[config.mk]
export PLATFORM = sky130hd
export DESIGN_NAME = filtr_feeder
export DESIGN_NICKNAME = d
export VERILOG_FILES = /design/src/rtl/filtr_feeder_pkg.sv /design/src/rtl/filtr_tick_gen.sv /design/src/rtl/filtr_feeder.sv
export SDC_FILE = /design/constraint.sdc
export NUM_CORES = 1
export LEC_CHECK = 0
export ABC_AREA = 1
export BUFFER_PORTS_ARGS = -buffer_cell sky130_fd_sc_hd__clkbuf_2
export CORE_MARGIN = 4
export CORE_UTILIZATION = 45
export DETAILED_ROUTE_END_ITERATION = 6
export PLACE_DENSITY = 0.7
export REMOVE_ABC_BUFFERS = 1
export SETUP_SLACK_MARGIN = 0.05
export SLEW_MARGIN = 20
export SYNTH_ARGS = -nofsm -noshare
export SYNTH_HDL_FRONTEND = slang
export SYNTH_HIERARCHICAL = 1
export SYNTH_SLANG_ARGS = --single-unit
[constraint.sdc]
create_clock -name clk -period 1.92 [get_ports clk]
set_input_delay 0.096 -clock clk [delete_from_list [all_inputs] [get_ports clk]]
set_output_delay 0.096 -clock clk [all_outputs]
set_load 0.01 [all_outputs]
[src/rtl/filtr_feeder_pkg.sv]
// Shared definitions for the filter feeder and related filter tops.
package filtr_feeder_pkg;

  // Sequencer states for the sample/done handshake.
  typedef enum logic [1:0] {
    ST_IDLE      = 2'd0,
    ST_TRIG      = 2'd1,
    ST_WAIT_DONE = 2'd2
  } feeder_state_t;

  // Width of the saturating event counters.
  localparam int STATS_W = 8;

  // Sample datapaths are one bit narrower than the filter word.
  function automatic int sample_width(input int data_size);
    return data_size - 1;
  endfunction

endpackage

[src/rtl/filtr_tick_gen.sv]
// Free-running sample-period counter: tick is high for one clock every
// SAMPLE_DIV clocks (when the count sits at SAMPLE_DIV-1).
module filtr_tick_gen #(
  parameter int SAMPLE_DIV = 1000
) (
  input  logic clk,
  input  logic reset,
  output logic tick
);

  localparam int CW = (SAMPLE_DIV > 2) ? $clog2(SAMPLE_DIV) : 1;

  logic [CW-1:0] count;

  assign tick = (count == CW'(SAMPLE_DIV - 1));

  // Count 0..SAMPLE_DIV-1 and wrap; synchronous active-low reset.
  always_ff @(posedge clk) begin
    if (!reset)    count <= '0;
    else if (tick) count <= '0;
    else           count <= count + 1'b1;
  end

endmodule

[src/rtl/filtr_feeder.sv]
// Sample-rate sequencer feeding the notch filter: buffers one input sample,
// strobes f_sample every SAMPLE_DIV clocks, waits for f_done and presents
// f_result on a valid/ready output stream.
// Optional: define FEEDER_STATS_EN to build the underrun/overrun counters.
module filtr_feeder
  import filtr_feeder_pkg::*;
#(
  parameter int DATA_SIZE    = 25,
  parameter int SAMPLE_DIV   = 1000,
  parameter int DONE_TIMEOUT = 255
) (
  input  logic                 clk,
  input  logic                 reset,
  input  logic [DATA_SIZE-2:0] s_data,
  input  logic                 s_valid,
  output logic                 s_ready,
  output logic [DATA_SIZE-2:0] f_data,
  output logic                 f_sample,
  input  logic [DATA_SIZE-2:0] f_result,
  input  logic                 f_done,
  output logic [DATA_SIZE-2:0] m_data,
  output logic                 m_valid,
  input  logic                 m_ready,
  output logic                 err_timeout,
  output logic [STATS_W-1:0]   underrun_cnt,
  output logic [STATS_W-1:0]   overrun_cnt
);

  localparam int SW   = sample_width(DATA_SIZE);
  localparam int TO_W = $clog2(DONE_TIMEOUT + 1);

  feeder_state_t state, state_next;

  logic          tick;
  logic          buf_full;
  logic [SW-1:0] buf_data;
  logic [TO_W-1:0] to_cnt;

  logic load, take, underrun_ev, capture, timeout_ev, overrun_ev;

  filtr_tick_gen #(
    .SAMPLE_DIV(SAMPLE_DIV)
  ) u_tick (
    .clk  (clk),
    .reset(reset),
    .tick (tick)
  );

  assign load       = s_valid & s_ready;
  assign overrun_ev = capture & m_valid & ~m_ready;
  assign f_sample   = (state == ST_TRIG);

  // State register.
  always_ff @(posedge clk) begin
    if (!reset) state <= ST_IDLE;
    else        state <= state_next;
  end

  // Next state and per-cycle events; ticks outside IDLE are dropped.
  always_comb begin
    state_next  = state;
    take        = 1'b0;
    underrun_ev = 1'b0;
    capture     = 1'b0;
    timeout_ev  = 1'b0;
    unique case (state)
      ST_IDLE: begin
        if (tick) begin
          state_next = ST_TRIG;
          if (buf_full) take        = 1'b1;
          else          underrun_ev = 1'b1;
        end
      end
      ST_TRIG: state_next = ST_WAIT_DONE;
      ST_WAIT_DONE: begin
        if (f_done) begin
          capture    = 1'b1;
          state_next = ST_IDLE;
        end else if (to_cnt == TO_W'(DONE_TIMEOUT - 1)) begin
          timeout_ev = 1'b1;
          state_next = ST_IDLE;
        end
      end
      default: state_next = ST_IDLE;
    endcase
  end

  // Done-wait counter: zero outside WAIT_DONE, so every wait starts from 0.
  always_ff @(posedge clk) begin
    if (!reset || state != ST_WAIT_DONE) to_cnt <= '0;
    else                                 to_cnt <= to_cnt + 1'b1;
  end

  // One-entry input buffer; s_ready is registered so it reads 0 in reset.
  always_ff @(posedge clk) begin
    if (!reset) begin
      buf_full <= 1'b0;
      buf_data <= '0;
      s_ready  <= 1'b0;
    end else begin
      if (load) begin
        buf_full <= 1'b1;
        buf_data <= s_data;
        s_ready  <= 1'b0;
      end else if (take) begin
        buf_full <= 1'b0;
        s_ready  <= 1'b1;
      end else begin
        s_ready  <= ~buf_full;
      end
    end
  end

  // Filter input register: updated only from a full buffer, else held.
  always_ff @(posedge clk) begin
    if (!reset)    f_data <= '0;
    else if (take) f_data <= buf_data;
  end

  // Output stream: capture overwrites, acceptance clears otherwise.
  always_ff @(posedge clk) begin
    if (!reset) begin
      m_valid <= 1'b0;
      m_data  <= '0;
    end else if (capture) begin
      m_valid <= 1'b1;
      m_data  <= f_result;
    end else if (m_valid && m_ready) begin
      m_valid <= 1'b0;
    end
  end

  // Sticky timeout flag.
  always_ff @(posedge clk) begin
    if (!reset)          err_timeout <= 1'b0;
    else if (timeout_ev) err_timeout <= 1'b1;
  end

`ifdef FEEDER_STATS_EN
  logic [STATS_W-1:0] under_q, over_q;

  // Saturating event counters, cleared only by reset.
  always_ff @(posedge clk) begin
    if (!reset) begin
      under_q <= '0;
      over_q  <= '0;
    end else begin
      if (underrun_ev && under_q != '1) under_q <= under_q + 1'b1;
      if (overrun_ev  && over_q  != '1) over_q  <= over_q  + 1'b1;
    end
  end

  assign underrun_cnt = under_q;
  assign overrun_cnt  = over_q;
`else
  // Events still exist for the FSM; without stats nothing consumes them.
  logic unused_stats;
  assign unused_stats = underrun_ev ^ overrun_ev;
  assign underrun_cnt = '0;
  assign overrun_cnt  = '0;
`endif

endmodule
==> out/metrics.cfg, run 1 <==
[timing]
rsz0062_at_grt=false
tns_ns=0
fin_worst_skew_ns=0.01598
setup_viol=0
hold_viol=0
fin_crit_sh=0.8561
maxSlewViolCount=0
fmax_mhz=608.4
min_period_ns=1.644

[setup_path]
cp_cell_sequence=ha_1 > inv_1 > nor2_1 > nand3_1 > inv_1 > nand3_4 > buf_6 > o21ai_0 > nor2_1
critical_path.top_delay_family=simple AND/OR/NAND/NOR gates
critPathMaxStageDelay_ns=0.37
critPathLaunchType=register
critPathLaunch=u_tick/count[0]
r2r_start=u_tick/count[0]
reg2regPathDepth=9
arrival_ns=1.90
path_class=reg2reg
crit_required_ns=2.17
crit_buf_inv=3
endpoint_kind=register
path_max_fanout=13
path_depth=9
cp_slowest_cell=dfxtp_1

[clock_network]
cts_root_buf=clkbuf_8
clk_pin_slew_worst_paths_ns=0.09
cts_tree=built
clk_latency_ns=0.36
cts_made_buffers=9
htreeDepth=3
cts_buffer_depth=2
cts_sinks=96

[outcome]
status=finished clean

[detailed_routing]
ant_nets=0
wire_per_inst_um=12.03
drc_errors=0
vias=3314
drt_iter0_drc=91
first_pass_iters=4
drt-total-wl_um=8611
via_per_inst=4.628

[grt]
gr-total-overflow=0
grt_antenna_before_repair=0
grt_pass1_wl_um=14460
grt.total_usage=0.1804
grt_pass1_vias=3207
grt_max_degree=50

[cells_and_area]
num_antenna_cells=0
area_growth_pct=29.76
drive_gt1_frac=0.2231
nFillCells=731
finish.utilization=0.6083
fin_nets=665

[synthesis]
synth_common_cells=nor2_1, dfxtp_1, o21ai_0, nand2_1, inv_1
synth.most_common_cell=nor2_1
syn_area_um2=3679
synth_edf_count=0
ys.warnings.count=6
ys.flop_type=dfxtp_1
synth_top_cell_area_share=0.5224
synth_cell_types=30
yosys-top-cells-area=dfxtp_1, nor2_1, o21ai_0
synth-seq-area-share=0.5224
syn_inst=471
yosysTopAreaCell=dfxtp_1
ys_ff_latch=96
syn_avg_cell_area_um2=7.810
ys_async_sr_fraction=0

[hold_path]
hold_path_depth=3
hold_start=s_data[15]
min-delay-path-class=in2reg

[power]
leakage_nw=2.110
irDropWorstVdd_mv=0.3501
switchingPower_uw=890.0
p_int_mw=2.667
pwr-share-comb=0.076
power_frac_clock=0.346
power_per_cell_area_nw_per_um2=745.1
seq_power_share=0.579
swShare=0.2502

[floorplanning]
initial_core_util=0.4688
die_x_um=98.41
io_pins=121
design.core.area_um2=7848
die_h_um=98.41
rows=32
dieArea_um2=9685

[place]
dp_hpwl_um=5651
gp_congestion=0.8278
port_buffers=104

[run]
maxCapViolCount=0

[repair_timing]
action / in CTS / in global routing
buffers inserted: 0 / 1
resized for setup: 0 / 4
endpoints found under the hold margin: 39 / 0
hold buffers: 39 / 0
setup endpoints to repair: 0 / 24
[path summary, 6_finish.rpt]
check	endpoint	slack, ns
worst max register to register	f_data[2]	0.28
worst min-delay path	buf_data[15]	0.01
worst min register to register	err_timeout	0.45
worst max-delay path	f_data[2]	0.28
[per-layer routing]
layer  up-vias  part of all wire  track usage
met2       108              0.48       0.3068
met3         8             0.067      0.05732
met4         0             0.013      0.06197
li1       1733                 -            -
met1      1465              0.44       0.2154
met5         -                 0            0
[stage by stage]
stage	cell area [um2]	power, mW	cells	hold WS [ns]	setup slack (ns)
floorplan	3486	2.206	450	0.2233	0.3249
global placement	4164	2.304	660	0.3170	0.1857
detailed placement	4164	2.311	660	0.3245	0.1180
CTS	4741	3.604	715	0.0004192	0.1128
global route	4773	3.752	716	0.006719	0.08084
finish	4773	3.557	716	0.01226	0.2763
[worst register-to-register path: stages, from the launching register on]
cell     delay, ns
dfxtp_1       0.37
ha_1          0.22
inv_1         0.07
nor2_1        0.11
nand3_1       0.11
inv_1         0.12
nand3_4       0.15
buf_6         0.19
o21ai_0       0.15
nor2_1        0.05
[final cells by class]
class	instances	area, um2	area share
Sequential cell	96	1922	0.4026
Multi-Input combinational cell	332	1485	0.3111
Timing Repair Buffer	148	964.7	0.2021
Tap cell	102	127.6	0.02674
Clock buffer	9	123.9	0.02595
Inverter	22	87.58	0.01835
Clock inverter	7	62.56	0.01311
[state kept, by name (all words and copies together), names as in the netlist]
name          flops
buf_data         24
buf_full          1
err_timeout       1
f_data           24
m_data           24
m_valid           1
s_ready           1
state             2
to_cnt            8
u_tick/count     10
[power by group through the flow]
stage / combinational (mW) / sequential [mW] / clock, mW
floorplan: 0.106 / 2.10 / 0
global placement: 0.200 / 2.10 / 0
detailed placement: 0.205 / 2.11 / 0
CTS: 0.268 / 2.06 / 1.28
global route: 0.307 / 2.07 / 1.38
finish: 0.269 / 2.06 / 1.23
[layout by cell type, fill, tap and decap left out, types with 9 or more instances in the layout]
cell type / Yosys / routed
conb_1: 1 / 16
a21oi_1: 10 / 10
nand2_1: 32 / 32
clkbuf_2: 2 / 104
o21ai_0: 65 / 64
dfxtp_1: 96 / 96
nor2_1: 171 / 171
dlygate4sd3_1: 0 / 39
clkbuf_8: 0 / 9
inv_1: 19 / 19
o21ai_1: 8 / 9
nand3_1: 9 / 9
[logic make-up after synthesis]
family | Yosys count | share of synthesized area
and+or+nand+nor | 223 | 0.2459
adders and majority gates | 3 | 0.01021
AOI/OAI and AO/OA | 85 | 0.1173
buffers and inverters | 58 | 0.09115
xor gates and xnor gates | 5 | 0.01191
DFF | 96 | 0.5224
other | 1 | 0.001019
No activity file was read; power rests on OpenSTA's default activity.
==> inputs of run 2 (changes only) <==
--- a/config.mk
+++ b/config.mk
@@ -12,7 +12,7 @@
 export DETAILED_ROUTE_END_ITERATION = 6
 export PLACE_DENSITY = 0.7
 export REMOVE_ABC_BUFFERS = 1
-export SETUP_SLACK_MARGIN = 0.05
+export SETUP_SLACK_MARGIN = 0.3
 export SLEW_MARGIN = 20
 export SYNTH_ARGS = -nofsm -noshare
 export SYNTH_HDL_FRONTEND = slang
==> out/metrics.cfg, run 2 (same netlist as run 1, synthesis figures left out) <==
[place]
pre_cts_ws_ns=0.1180
port_buffers=104
dp_hpwl_um=5651
place_area_um2=4164
dp.cells=660
gp_congestion=0.8278

[setup_path]
path_class=reg2reg
path_max_fanout=7
endpoint_kind=register
critPathLaunchType=register
arrival_ns=1.77
crit_required_ns=2.18

[outcome]
status=finished clean

[clock_network]
htreeDepth=3
clk_pin_slew_worst_paths_ns=0.09
cts_buffer_depth=2
cts_tree=built
cts_root_buf=clkbuf_8
clk_latency_ns=0.37
cts_sinks=96
cts_made_buffers=9

[grt]
gr-total-overflow=0
grt_pass1_wl_um=14550
grt_antenna_before_repair=0
grt.total_usage=0.1815
grt_pass1_vias=3240
grt_max_degree=50

[floorplanning]
design.core.area_um2=7848
die_h_um=98.41
die_x_um=98.41
io_pins=121
dieArea_um2=9685
rows=32
initial_core_util=0.4688

[cells_and_area]
area_growth_pct=31.19
num_antenna_cells=0
top_regs=buf_data: 24 flops, f_data: 24 flops, m_data: 24 flops
fin_nets=667
fin_cells=718
final_common_cell=nor2_1
final_cell_mix=nor2_1, clkbuf_2, dfxtp_1
drive_gt1_frac=0.2354
finish.utilization=0.6150
design_area_um2=4826

[timing]
fin_crit_sh=0.7858
hold_viol=0
rsz0062_at_grt=false
fmax_mhz=662.8
tns_ns=0
worst_hold_slack_ns=0.007635
min_period_ns=1.509
postLayoutSetupSlackWorst_ns=0.4112
setup_viol=0
maxSlewViolCount=0
fin_worst_skew_ns=0.01738

[power]
leakage_nw=2.125
finalPower_mw=3.577
irDropWorstVdd_mv=0.3478
power_per_cell_area_nw_per_um2=741.1

[detailed_routing]
drt-total-wl_um=8753
vias=3330
drc_errors=0
drt_iter0_drc=83
wire_per_inst_um=12.19
via_per_inst=4.638
first_pass_iters=6
ant_nets=0

[run]
maxCapViolCount=0

[hold_path]
min-delay-path-class=in2reg

## run 2: cell count changes in the layout (fill, tap and decap cells not counted), moves of 2 or more
cell,previous run,this run
o21ai_0,64,52
o21ai_1,9,20
dfxtp_1,96,93
dfxtp_2,0,2
## run 2: cell type report
cell class	count	area, um2
Sequential cell	96	1928
Timing Repair Buffer	150	992.2
Clock buffer	9	123.9
Tap cell	102	127.6
Fill cell	722	3022
Inverter	22	90.09
Multi-Input combinational cell	332	1501
Clock inverter	7	62.56
## run 2: worst paths after layout
kind	slack, ns	depth (start not counted)	start	endpoint
max	0.41	9	u_tick/count[0]	f_data[20]
min	0.008	3	s_data[15]	buf_data[15]
max reg2reg	0.41	9	u_tick/count[0]	f_data[20]
min reg2reg	0.45	2	err_timeout	err_timeout
## run 2: per-layer routing
| metal | track usage | share of wire |
|---|---|---|
| met5 | 0 | 0 |
| met2 | 0.3110 | 0.48 |
| met4 | 0.06197 | 0.016 |
| met1 | 0.2150 | 0.44 |
| met3 | 0.05732 | 0.067 |
## run 2: what timing repair did
action / in CTS / in global routing
cloned: 0 / 1
resized for setup: 4 / 22
endpoints found under the setup margin: 24 / 23
setup buffers: 1 / 1
pin swaps: 0 / 2
endpoints found under the hold margin: 39 / 0
hold buffers: 39 / 0
## run 2: critical path, stage by stage, from the launching register on
cell	delay, ns
dfxtp_4	0.38
ha_4	0.14
inv_1	0.05
nor2_1	0.09
nand3_1	0.12
inv_2	0.10
nand3_4	0.15
clkbuf_16	0.20
o21ai_0	0.14
nor2_1	0.05
## run 2: power breakdown
part | leakage (nW) | switching, mW | internal [mW] | total [mW]
sequential | 0.779 | 0.0269 | 2.04 | 2.06
clock | 0.0923 | 0.743 | 0.496 | 1.24
combinational | 1.25 | 0.135 | 0.140 | 0.275
